[config.mk]
export PLATFORM = sky130hd
export DESIGN_NAME = trigger_cmd_sequencer
export DESIGN_NICKNAME = d
export VERILOG_FILES = /design/src/rtl/trigger_cmd_sequencer.sv
export SDC_FILE = /design/constraint.sdc
export NUM_CORES = 1
export LEC_CHECK = 0
export ABC_AREA = 1
export BUFFER_PORTS_ARGS = -buffer_cell sky130_fd_sc_hd__buf_2
export CORE_ASPECT_RATIO = 0.7
export CORE_MARGIN = 2
export CORE_UTILIZATION = 45
export CTS_CLUSTER_SIZE = 12
export DETAILED_ROUTE_END_ITERATION = 16
export PLACE_DENSITY = 0.68
export SETUP_SLACK_MARGIN = 0.2
export SLEW_MARGIN = 5
export SYNTH_ARGS = -nofsm -noshare
export SYNTH_HDL_FRONTEND = slang
export SYNTH_SLANG_ARGS = --single-unit
[constraint.sdc]
create_clock -name inclk -period 1.9 [get_ports inclk]
set_input_delay 0.285 -clock inclk [delete_from_list [all_inputs] [get_ports inclk]]
set_output_delay 0.285 -clock inclk [all_outputs]
set_load 0.02 [all_outputs]
[src/rtl/trigger_cmd_sequencer.sv]
// Host-side command initiator for trigger_system: assembles 5-byte SPI frames
// and issues each command bracketed by HALT on the trigger command bus.
module trigger_cmd_sequencer #(
    parameter int NUM_STAGES = 4,
    parameter int CMD_HOLD   = 1,
    parameter int TIMEOUT    = 255
) (
    input  logic                  inclk,
    input  logic                  reset_n,
    input  logic [7:0]            byte_data,
    input  logic                  byte_valid,
    output logic                  byte_ready,
    output logic [7:0]            command,
    output logic [23:0]           config_out,
    output logic [NUM_STAGES-1:0] stage_we,
    input  logic                  triggered,
    output logic                  busy,
    output logic                  fired,
    output logic                  err,
    output logic [2:0]            state_dbg
);

    // Handshake: a byte moves only on an inclk rising edge where byte_valid and
    // byte_ready are both high; byte_valid while byte_ready is low is ignored.

    typedef enum logic [2:0] {
        S_IDLE     = 3'd0,
        S_COLLECT  = 3'd1,
        S_VALIDATE = 3'd2,
        S_SETUP    = 3'd3,
        S_ISSUE    = 3'd4,
        S_RELEASE  = 3'd5
    } state_t;

    localparam logic [7:0]  CMD_RUN   = 8'd0;
    localparam logic [7:0]  CMD_HALT  = 8'd1;
    localparam logic [7:0]  CMD_MAX   = 8'd8;
    localparam logic [15:0] TMO_LAST  = 16'(TIMEOUT - 1);
    localparam logic [3:0]  HOLD_LAST = 4'(CMD_HOLD);

    state_t      state;
    logic [2:0]  byte_idx;
    logic [15:0] timeout_cnt;
    logic [3:0]  hold_cnt;
    logic [7:0]  frame_code;
    logic [7:0]  frame_mask;
    logic [23:0] frame_cfg;

    logic        xfer;
    logic [7:0]  mask_upper;
    logic        code_uses_mask;
    logic        frame_reject;

    assign xfer      = byte_valid && byte_ready;
    assign state_dbg = state;

    // B0 and B1 are already stored when B4 arrives, so the verdict is ready at
    // the B4 edge and err can line up with the VALIDATE cycle.
    assign mask_upper     = frame_mask >> NUM_STAGES;
    assign code_uses_mask = (frame_code >= 8'd2) && (frame_code <= CMD_MAX);
    assign frame_reject   = (frame_code > CMD_MAX) ||
                            (code_uses_mask && ((mask_upper != 8'd0) ||
                                                (frame_mask[NUM_STAGES-1:0] == '0)));

    always_ff @(posedge inclk or negedge reset_n) begin
        if (!reset_n) begin
            state       <= S_IDLE;
            byte_idx    <= 3'd0;
            timeout_cnt <= 16'd0;
            hold_cnt    <= 4'd0;
            frame_code  <= 8'd0;
            frame_mask  <= 8'd0;
            frame_cfg   <= 24'd0;
            command     <= CMD_HALT;
            config_out  <= 24'd0;
            stage_we    <= '0;
            byte_ready  <= 1'b1;
            busy        <= 1'b0;
            fired       <= 1'b0;
            err         <= 1'b0;
        end else begin
            err <= 1'b0;
            if (triggered && (command == CMD_RUN)) begin
                fired <= 1'b1;
            end

            case (state)
                S_IDLE: begin
                    timeout_cnt <= 16'd0;
                    if (xfer) begin
                        frame_code <= byte_data;
                        byte_idx   <= 3'd1;
                        busy       <= 1'b1;
                        state      <= S_COLLECT;
                    end
                end

                S_COLLECT: begin
                    if (xfer) begin
                        timeout_cnt <= 16'd0;
                        case (byte_idx)
                            3'd1:    frame_mask        <= byte_data;
                            3'd2:    frame_cfg[23:16]  <= byte_data;
                            3'd3:    frame_cfg[15:8]   <= byte_data;
                            default: frame_cfg[7:0]    <= byte_data;
                        endcase
                        if (byte_idx == 3'd4) begin
                            byte_idx   <= 3'd0;
                            byte_ready <= 1'b0;
                            err        <= frame_reject;
                            state      <= S_VALIDATE;
                        end else begin
                            byte_idx <= byte_idx + 3'd1;
                        end
                    end else if (timeout_cnt == TMO_LAST) begin
                        // Stalled host: drop the partial frame, bus untouched.
                        err         <= 1'b1;
                        busy        <= 1'b0;
                        byte_idx    <= 3'd0;
                        timeout_cnt <= 16'd0;
                        state       <= S_IDLE;
                    end else begin
                        timeout_cnt <= timeout_cnt + 16'd1;
                    end
                end

                S_VALIDATE: begin
                    if (frame_reject) begin
                        byte_ready <= 1'b1;
                        busy       <= 1'b0;
                        state      <= S_IDLE;
                    end else begin
                        command <= CMD_HALT;
                        fired   <= 1'b0;
                        if (code_uses_mask) begin
                            config_out <= frame_cfg;
                            stage_we   <= frame_mask[NUM_STAGES-1:0];
                        end
                        state <= S_SETUP;
                    end
                end

                S_SETUP: begin
                    command  <= frame_code;
                    hold_cnt <= 4'd1;
                    state    <= S_ISSUE;
                end

                S_ISSUE: begin
                    if (hold_cnt == HOLD_LAST) begin
                        // RUN stays on the bus until the next accepted frame.
                        command <= (frame_code == CMD_RUN) ? CMD_RUN : CMD_HALT;
                        state   <= S_RELEASE;
                    end else begin
                        hold_cnt <= hold_cnt + 4'd1;
                    end
                end

                S_RELEASE: begin
                    byte_ready <= 1'b1;
                    busy       <= 1'b0;
                    state      <= S_IDLE;
                end

                default: begin
                    byte_ready <= 1'b1;
                    busy       <= 1'b0;
                    state      <= S_IDLE;
                end
            endcase
        end
    end

endmodule

==> reports/results.ini <==
[run_status]
status = completed

[cells_and_area]
final_nets = 630
antennaDiodeCount = 0
drive_gt1_frac = 0.292
finalCoreUtilization = 0.532
final_common_cell = nand2_1
final_cell_mix = nand2_1 (131), dfrtp_1 (104), inv_1 (64)
nFillCells = 1024
fin_area_um2 = 5860
syn_to_final_growth_pct = 15.6

[clock_network]
clkSinkCount = 106
cts_max_path_buffers = 2
cts_buffers = 9
worstSkewPairLatency_ps = 350
clkTransAtPathRegs_ps = 60
cts.htree.levels = 3
cts_tree = yes
cts-root-buf = clkbuf_16

[global_route]
grt_pass1_wl_um = 17900
grtUsageTotal = 0.189
first_global_vias = 3707
antenna_found_initial = 0
gr-total-overflow = 0
grt_max_degree = 52

[power]
p_int_mw = 5.19
p_clk_frac = 0.220
powerDensity_nw_per_um2 = 1470
p_sw_mw = 3.43
ir_worst_vdd_mv = 0.670
swShare = 0.398
p_seq_frac = 0.404
power_leakage_nw = 2.94
comb_power_share = 0.376

[route]
antenna_left = 0
postRouteWirelength_um = 10400
dr.pass1.iters = 5
drc = 0
wl_per_cell_um = 13.5
routed_via_density = 4.83
initialDrtViolationCount = 189
vias = 3702

[timing]
rsz0062_at_grt = false
slew_viol_final = 0
tightest_slew_ps = 388
worst_slack_ps = 327
slew_headroom = 0.740
finalSetupTns_ps = 0
period_share = 0.828
max_freq_mhz = 636
setup_violations = 0
period_needed_ps = 1570
finClkSkew_ps = 12.4
timing_hold_violations_final = 0

[critical_path]
cp-end-kind = flop
startpoint_type = flop
critical_path_arrival_ps = 1800
criticalPathCategory = flop to flop
cp_max_fo = 16
r2r_setup_slack_ps = 330
cp.required_ps = 2120

[yosys]
synth.top_cell.area_share = 0.513
ys_seq_elements = 106
synth_enable_flop_cells = 0
yosysWarnings = 0
netlist_instances = 545
synth_cell_types = 34
synth_area_per_cell_um2 = 9.30
synth_area_leaders = dfrtp_1 (51%), nand2_1 (9.8%), o21ai_2 (6.4%)
synth_nets = 566
synth.largest_area_cell = dfrtp_1
async_flop_share = 1.00
ys.flop_type = dfrtp_1
yosysSeqAreaShare = 0.524
netlist_area_um2 = 5070

[die]
initial_core_util = 0.461
rows = 32
dieHeight_um = 92.8
coreArea_um2 = 11000
top_level_ports = 55
dieArea_um2 = 12100
dieWidth_um = 131

[place]
gp_congestion = 0.877
dp_hpwl_um = 7560
preCtsSetupSlack_ps = 236
placed_cell_area_um2 = 5490
io_buffers = 54

[hold_path]
hold_path.class = input port to flop

[job]
maxCapViolCount = 0

[critical path: stages (launching register included)]
cell and delay (ps):
dfrtp_1 420, inv_2 140, nand3_4 170, nor2_8 230, nand3_4 250, nand2_1 170
o21ai_2 60
[cells in the mapped netlist (3+ instances only)]
library cell,instances
nand2_1,132
dfrtp_1,104
inv_1,64
o21ai_2,37
nor2_1,29
o21ai_1,28
nand2_2,26
nand3_1,17
o21ai_0,15
buf_6,11
inv_2,10
ha_1,9
nor3_1,8
xor2_1,7
a21oi_1,6
nor3_2,5
o22ai_1,5
nand3_4,4
a31oi_1,3
nand4_1,3
nor2_2,3
[layer usage]
layer | global-route usage | vias up | part of all wire
li1 | - | 1868 | -
met5 | 0 | - | 0
met2 | 0.277 | 97 | 0.45
met1 | 0.279 | 1728 | 0.49
met4 | 0.0550 | 0 | 0.0087
met3 | 0.0462 | 9 | 0.053
[timing repair]
action                                 4_1_cts  5_1_grt
hold buffers                                 1        0
endpoints found under the hold margin       24        0
buffers inserted                             0        4
gates resized for setup                      0        6
setup endpoints to repair                    0       32
[power groups by stage]
stage / combinational, mW / sequential (mW) / clock, mW
2_1_floorplan: 2.24 / 3.69 / 0
3_3_place_gp: 3.11 / 3.48 / 0
3_5_place_dp: 3.20 / 3.50 / 0
4_1_cts: 3.22 / 3.47 / 1.96
5_1_grt: 3.68 / 3.58 / 2.03
6_report: 3.24 / 3.48 / 1.90
[registers in the layout, indices dropped and copies added, names as in the netlist, 3 cells and up]
register     cells
frame_mask       8
frame_cfg       24
timeout_cnt     16
command          8
state_dbg        3
hold_cnt         4
config_out      24
stage_we         4
byte_idx         3
frame_code       8
[kinds of logic after synthesis]
| family | after synthesis | share of synthesized area |
|---|---|---|
| DFF | 106 | 0.524 |
| adders and majority gates | 9 | 0.0222 |
| and+or+nand+nor | 238 | 0.231 |
| AOI/OAI and AO/OA | 98 | 0.130 |
| buffers and inverters | 87 | 0.0812 |
| xor gates and xnor gates | 7 | 0.0121 |
[final timing paths]
check,startpoint,endpoint,depth (start not counted)
max,state_dbg[2],frame_mask[0],6
min,byte_data[6],frame_cfg[22],3
max reg2reg,state_dbg[2],frame_mask[0],6
min reg2reg,command[0],command[0],2
max in group asynchronous,reset_n,command[0],3
min in group asynchronous,reset_n,byte_idx[0],2
[area by class of cell]
cell class	count	area, um2	area share
flip-flops and latches	106	2660	0.453
multi-input cells	352	2040	0.348
clock buffers	13	270	0.0461
clock inverters	2	35.0	0.00598
repair buffers	66	390	0.0666
inverters	74	278	0.0474
well taps	153	191	0.0327
[stage by stage]
stage | hold slack (ps) | cells | power [mW]
after floorplan | -10.6 | 545 | 5.92
after global placement | 238 | 746 | 6.59
after detailed placement | 238 | 746 | 6.70
after CTS | 309 | 762 | 8.64
after global routing | 329 | 766 | 9.29
final | 320 | 766 | 8.62
(Power assumes the default switching activity.)
